### config.mk
export PLATFORM = sky130hd
export DESIGN_NAME = trig_pipe
export DESIGN_NICKNAME = d
export VERILOG_FILES = /design/src/rtl/trig_pkg.sv /design/src/rtl/quarter_sine_rom.sv /design/src/rtl/trig_pipe.sv
export SDC_FILE = /design/constraint.sdc
export NUM_CORES = 1
export LEC_CHECK = 0
export ABC_AREA = 1
export CORE_MARGIN = 2
export CORE_UTILIZATION = 32
export CTS_CLUSTER_SIZE = 30
export DETAILED_ROUTE_END_ITERATION = 7
export GPL_ROUTABILITY_DRIVEN = 0
export PLACE_DENSITY = 0.53
export SYNTH_ARGS = -nofsm -noshare
export SYNTH_HDL_FRONTEND = slang
export SYNTH_SLANG_ARGS = --single-unit
export TNS_END_PERCENT = 30
### constraint.sdc
create_clock -name clk_in -period 4.4 [get_ports clk_in]
set_input_delay 1.32 -clock clk_in [delete_from_list [all_inputs] [get_ports clk_in]]
set_output_delay 1.32 -clock clk_in [all_outputs]
set_load 0.02 [all_outputs]
### src/rtl/trig_pkg.sv
// Shared constants, quadrant encoding and the quarter-wave table generator
// used by the trig_pipe sine/cosine pipeline.
package trig_pkg;

    localparam int DEG_FULL    = 360;
    localparam int DEG_QUARTER = 90;
    localparam int QTAB_DEPTH  = 91;

    typedef enum logic [1:0] {Q0, Q1, Q2, Q3} quadrant_t;

    // round(sin(k deg) * 2^frac_w). The Taylor series keeps elaboration
    // independent of tool support for $sin; 12 terms are far below 1 LSB at pi/2.
    function automatic int qtab_value(input int k, input int frac_w);
        real x;
        real term;
        real acc;
        real scale;
        x    = real'(k) * 3.14159265358979323846 / 180.0;
        term = x;
        acc  = x;
        for (int n = 1; n < 12; n++) begin
            term = -term * x * x / real'((2 * n) * (2 * n + 1));
            acc  = acc + term;
        end
        scale = 1.0;
        for (int i = 0; i < frac_w; i++) begin
            scale = scale * 2.0;
        end
        return $rtoi(acc * scale + 0.5);
    endfunction

endpackage

### src/rtl/quarter_sine_rom.sv
// 91-entry quarter-wave sine table with two independent registered read ports
// sharing one enable, so both lookups advance together with the pipeline.
module quarter_sine_rom
    import trig_pkg::*;
#(
    parameter int OUT_W  = 32,
    parameter int FRAC_W = 16
) (
    input  logic             clk_in,
    input  logic             rst_in,
    input  logic             en_in,
    input  logic [6:0]       sin_idx_in,
    input  logic [6:0]       cos_idx_in,
    output logic [OUT_W-1:0] sin_val_out,
    output logic [OUT_W-1:0] cos_val_out
);

    logic [OUT_W-1:0] tab [QTAB_DEPTH];
    logic [OUT_W-1:0] sin_val_q;
    logic [OUT_W-1:0] cos_val_q;

    for (genvar k = 0; k < QTAB_DEPTH; k++) begin : g_tab
        localparam logic [OUT_W-1:0] VAL = OUT_W'(qtab_value(k, FRAC_W));
        assign tab[k] = VAL;
    end

    always_ff @(posedge clk_in or posedge rst_in) begin
        if (rst_in) begin
            sin_val_q <= '0;
            cos_val_q <= '0;
        end else if (en_in) begin
            sin_val_q <= (sin_idx_in < 7'(QTAB_DEPTH)) ? tab[sin_idx_in] : '0;
            cos_val_q <= (cos_idx_in < 7'(QTAB_DEPTH)) ? tab[cos_idx_in] : '0;
        end
    end

    assign sin_val_out = sin_val_q;
    assign cos_val_out = cos_val_q;

endmodule

### src/rtl/trig_pipe.sv
// Three-stage sine/cosine generator (reduce, lookup, sign) for integer-degree
// angles with valid/ready handshake; a single global stall holds every stage.
module trig_pipe
    import trig_pkg::*;
#(
    parameter int ANGLE_W = 9,
    parameter int OUT_W   = 32,
    parameter int FRAC_W  = 16,
    parameter int TAG_W   = 4
) (
    input  logic               clk_in,
    input  logic               rst_in,
    input  logic [ANGLE_W-1:0] angle_in,
    input  logic [TAG_W-1:0]   tag_in,
    input  logic               valid_in,
    output logic               ready_out,
    output logic [OUT_W-1:0]   sin_out,
    output logic [OUT_W-1:0]   cos_out,
    output logic [TAG_W-1:0]   tag_out,
    output logic               valid_out,
    input  logic               ready_in
);

    localparam int NSUB = ((2 ** ANGLE_W) - 1) / DEG_FULL;

    logic             en;
    logic [ANGLE_W-1:0] red;
    logic [8:0]       a_d, a_q;
    quadrant_t        quad_d, quad_q;
    logic [TAG_W-1:0] tag1_q, tag2_q, tag3_q;
    logic             v1_q, v2_q, v3_q;
    logic [6:0]       sin_idx, cos_idx;
    logic             sin_neg_d, cos_neg_d, sin_neg_q, cos_neg_q;
    logic [OUT_W-1:0] sin_t, cos_t;
    logic [OUT_W-1:0] sin_d, cos_d, sin_q, cos_q;

    assign en        = !(v3_q && !ready_in);
    assign ready_out = en;

    always_comb begin
        red = angle_in;
        for (int i = 0; i < NSUB; i++) begin
            if (red >= ANGLE_W'(DEG_FULL)) red = red - ANGLE_W'(DEG_FULL);
        end
        a_d = red[8:0];
        if (a_d < 9'd90)       quad_d = Q0;
        else if (a_d < 9'd180) quad_d = Q1;
        else if (a_d < 9'd270) quad_d = Q2;
        else                   quad_d = Q3;
    end

    always_ff @(posedge clk_in or posedge rst_in) begin
        if (rst_in) begin
            a_q    <= '0;
            quad_q <= Q0;
            tag1_q <= '0;
            v1_q   <= 1'b0;
        end else if (en) begin
            a_q    <= a_d;
            quad_q <= quad_d;
            tag1_q <= tag_in;
            v1_q   <= valid_in;
        end
    end

    // Fold each quadrant onto 0..90 so one quarter table serves both outputs.
    always_comb begin
        sin_idx   = 7'(a_q);
        cos_idx   = 7'(9'd90 - a_q);
        sin_neg_d = 1'b0;
        cos_neg_d = 1'b0;
        case (quad_q)
            Q0: begin
                sin_idx = 7'(a_q);
                cos_idx = 7'(9'd90 - a_q);
            end
            Q1: begin
                sin_idx   = 7'(9'd180 - a_q);
                cos_idx   = 7'(a_q - 9'd90);
                cos_neg_d = 1'b1;
            end
            Q2: begin
                sin_idx   = 7'(a_q - 9'd180);
                cos_idx   = 7'(9'd270 - a_q);
                sin_neg_d = 1'b1;
                cos_neg_d = 1'b1;
            end
            Q3: begin
                sin_idx   = 7'(9'd360 - a_q);
                cos_idx   = 7'(a_q - 9'd270);
                sin_neg_d = 1'b1;
            end
            default: ;
        endcase
    end

    quarter_sine_rom #(
        .OUT_W  (OUT_W),
        .FRAC_W (FRAC_W)
    ) u_rom (
        .clk_in      (clk_in),
        .rst_in      (rst_in),
        .en_in       (en),
        .sin_idx_in  (sin_idx),
        .cos_idx_in  (cos_idx),
        .sin_val_out (sin_t),
        .cos_val_out (cos_t)
    );

    always_ff @(posedge clk_in or posedge rst_in) begin
        if (rst_in) begin
            sin_neg_q <= 1'b0;
            cos_neg_q <= 1'b0;
            tag2_q    <= '0;
            v2_q      <= 1'b0;
        end else if (en) begin
            sin_neg_q <= sin_neg_d;
            cos_neg_q <= cos_neg_d;
            tag2_q    <= tag1_q;
            v2_q      <= v1_q;
        end
    end

    // Table entries are non-negative, so a true negate keeps -0 at 0.
    always_comb begin
        sin_d = sin_neg_q ? (~sin_t + OUT_W'(1)) : sin_t;
        cos_d = cos_neg_q ? (~cos_t + OUT_W'(1)) : cos_t;
    end

    always_ff @(posedge clk_in or posedge rst_in) begin
        if (rst_in) begin
            sin_q  <= '0;
            cos_q  <= '0;
            tag3_q <= '0;
            v3_q   <= 1'b0;
        end else if (en) begin
            sin_q  <= sin_d;
            cos_q  <= cos_d;
            tag3_q <= tag2_q;
            v3_q   <= v2_q;
        end
    end

    assign sin_out   = sin_q;
    assign cos_out   = cos_q;
    assign tag_out   = tag3_q;
    assign valid_out = v3_q;

endmodule

==> results.md <==
* Status: finished clean
* Synth top area cells: dfrtp_1 29%, nand2_1 24%, nand3_1 11%, nor2_1 5.0%, o21ai_0 4.6%
* Area grow syn2layout at 15.48%
* CTS tree: done
* Main combinational cell family by area after synthesis: simple AND/OR/NAND/NOR gates
* Post-synthesis mux area share at 0%
* Crit path DAT at 2520 ps
* Fin area at about 12000 µm²
* Router iterations before antenna repair at 5
* WP data required at 3080 ps
* CTS buffer count at 17
* Routed wire length at 35560 µm
* Final setup TNS at 0 ps
* Filler cell count at 3611
* Critical path type: input port to primary output
* Root buffer cell: clkbuf_16
* Die width at 186.6 µm
* Final setup violation count at 0
* Port Buffers at between 80 and 90
* Initial Utilization at between 30% and 40%
* Syn_nets at 1765
* Synth warnings at 0
* Setup WS pre-CTS at 556.9 ps
* GR Overflow Total at 0
* Post-synthesis simple-gate area fraction at 46.05%
* CTS H-tree lvls at 4
* Worst-Skew Late Latency at 410 ps
* Post-Synth Adder-Cell Area at 3.942%
* Post-synth top area cell: dfrtp_1
* Post-synth EDFFs at 0
* First DRT Iteration DRCs at 1218
* Number of global-route vias before repair at 10770
* Worst slew pin tran at 1027 ps
* Layout cells sized above 1 at between 7 and 8%
* Sequential element share of the synthesized area at 29.10%
* Drt via density at 5.174
* Number of post-CTS setup repair buffers at 0
* RSZ-0062 raised after global routing: false
* Final worst-path cycle share at between 80% and 90%
* DP HPWL at 24900 µm
* Std-Cell Rows at 66
* FMAX at 0.2601 GHz
* Final min period at roughly 3800 ps
* Most frequent cell after synthesis: nand2_1
* Mapped Cells at approximately 1700
* Detail Route Antenna Nets at 0
* Synth Register Bits at 124
* Classification of the worst-slack hold path: flip-flop to flip-flop
* Post-synthesis xor/xnor area fraction at 1.889%
* Synth cell count leaders: 683 x nand2_1, 225 x nand3_1, 142 x nor2_1
* DP Area at 11760 µm²
* Compound-Gate Fraction of Synth Area at 10.09%
* Core area at 32700 µm²
* Asr flop ratio synth at 100.0%
* Initial antenna violation count at 0
* Placed cells at 2177
* Hold Fails Final Rpt at 0
* Final Net Count at 1804
* # diodes at 0
* Total track usage at 20.36%
* First-pass GRT wire length at 58750 µm
* Synth cell types at 47
* Post-CTS Resized at 0
* Mean Syn Cell Area at approximately 6.2 µm²
* Die footprint at 34800 µm²
* Drc violations at 0
* Prevailing post-synth register cell: dfrtp_1
* Die H at 186.6 µm
* Clock sinks at 124
* Vias post-DR at 11430
* Clock slew at reported path FFs at about 50 ps
* Maximum fanout along the worst path at 2
* Worst clock skew at 7.802 ps
* Final slew viol count at 0
* Largest net degree at the start of global routing at ~100
* Crit end category: primary output
* CP Launch Type: input port
* Rel. slew slack at 31.54%
* Io pins at 87
* Post-Synthesis Cell Area at 10660 µm²
* Max-cap violations at 0
* Hold buffer count at cts at 0
* CTS max path bufs at 2
* Routed len/inst at approximately 16 µm
* Final Non-Filler Cells at 2209
* Yosys top cell area share at 29.10%
* Setup WS post-layout at 555.1 ps
[critical path, cell delays in order]
cell and delay (ps):
clkdlybuf4s50_1 510, nor2_4 60, inv_2 50, clkdlybuf4s50_1 590
[through the flow]
| step | hold slack (ps) | util, % |
|---|---|---|
| after global routing | 493.0 | 37.66 |
| final | 465.0 | 37.66 |
| after global placement | 448.9 | 35.96 |
| after floorplan | 440.0 | - |
| after CTS | 470.7 | 37.66 |
| after detailed placement | 452.7 | 35.96 |
[routing by layer]
layer / share of wire [%] / up-vias / wire [µm] / track usage (%)
met5: 0 / - / 0 / 0
met4: 2.0 / 0 / 716 / 6.319
met3: 6.4 / 57 / 2286 / 2.407
met2: 43 / 411 / 15400 / 30.60
met1: 48 / 5349 / 17150 / 30.36
li1: - / 5612 / - / -
[kinds of logic after synthesis]
kind of cell,Yosys count
buffers and inverters,204
XOR/XNOR,23
AND/OR/NAND/NOR,1144
flip-flops,124
adder cells (fa/ha/maj),33
AO/OA/AOI/OAI,187
[cells in the final DEF (no fill, tap or decap), types with 7 or more instances in the layout]
cell type,n
nand2_1,683
nand3_1,225
nor2_1,141
dfrtp_1,124
inv_1,105
o21ai_0,97
clkdlybuf4s50_1,86
a21oi_1,35
ha_1,32
nand2_2,22
nand4_1,19
o21ai_1,18
buf_4,18
xor2_1,17
clkbuf_16,17
nor3_1,11
o211ai_1,10
inv_2,9
nand3_2,7
[final cells by class]
cell class              instances  area, µm²  area share, %
well taps                     442      553.0          4.491
inverters                     118      451.7          3.668
clock inverters                 8      92.59         0.7519
repair buffers                106       1036          8.413
multi-input cells            1387       6616          53.73
clock buffers                  24      461.7          3.749
flip-flops and latches        124       3103          25.20
[worst paths after layout]
| check | startpoint | end | slack (ps) | depth (start not counted) |
|---|---|---|---|---|
| min | tag2_q[1]$_DFFE_PP0N_ | tag_out[1]$_DFFE_PP0N_ | 460 | 2 |
| max reg2reg | quad_q[0]$_DFFE_PP0N_ | u_rom.cos_val_out[3]$_DFFE_PP0N_ | 830 | 17 |
| max | ready_in | ready_out | 560 | 4 |
| min in group asynchronous | rst_in | sin_out[19]$_DFFE_PP0N_ | 1420 | 2 |
| max in group asynchronous | rst_in | sin_out[11]$_DFFE_PP0N_ | 2240 | 3 |
| min reg2reg | tag2_q[1]$_DFFE_PP0N_ | tag_out[1]$_DFFE_PP0N_ | 460 | 2 |
[state kept, by name, indices dropped and copies added (netlist names)]
| register | flops |
|---|---|
| cos_out | 32 |
| sin_out | 32 |
| u_rom.cos_val_out | 17 |
| u_rom.sin_val_out | 17 |
| a_q | 7 |
| tag1_q | 4 |
| tag2_q | 4 |
| tag_out | 4 |
| quad_q | 2 |
| cos_neg_q | 1 |
| sin_neg_q | 1 |
| v1_q | 1 |
| v2_q | 1 |
| valid_out | 1 |
Power is left out: the tool's default activity adds up to more than one toggle a clock period on the data nets, which glitch-free logic cannot reach.
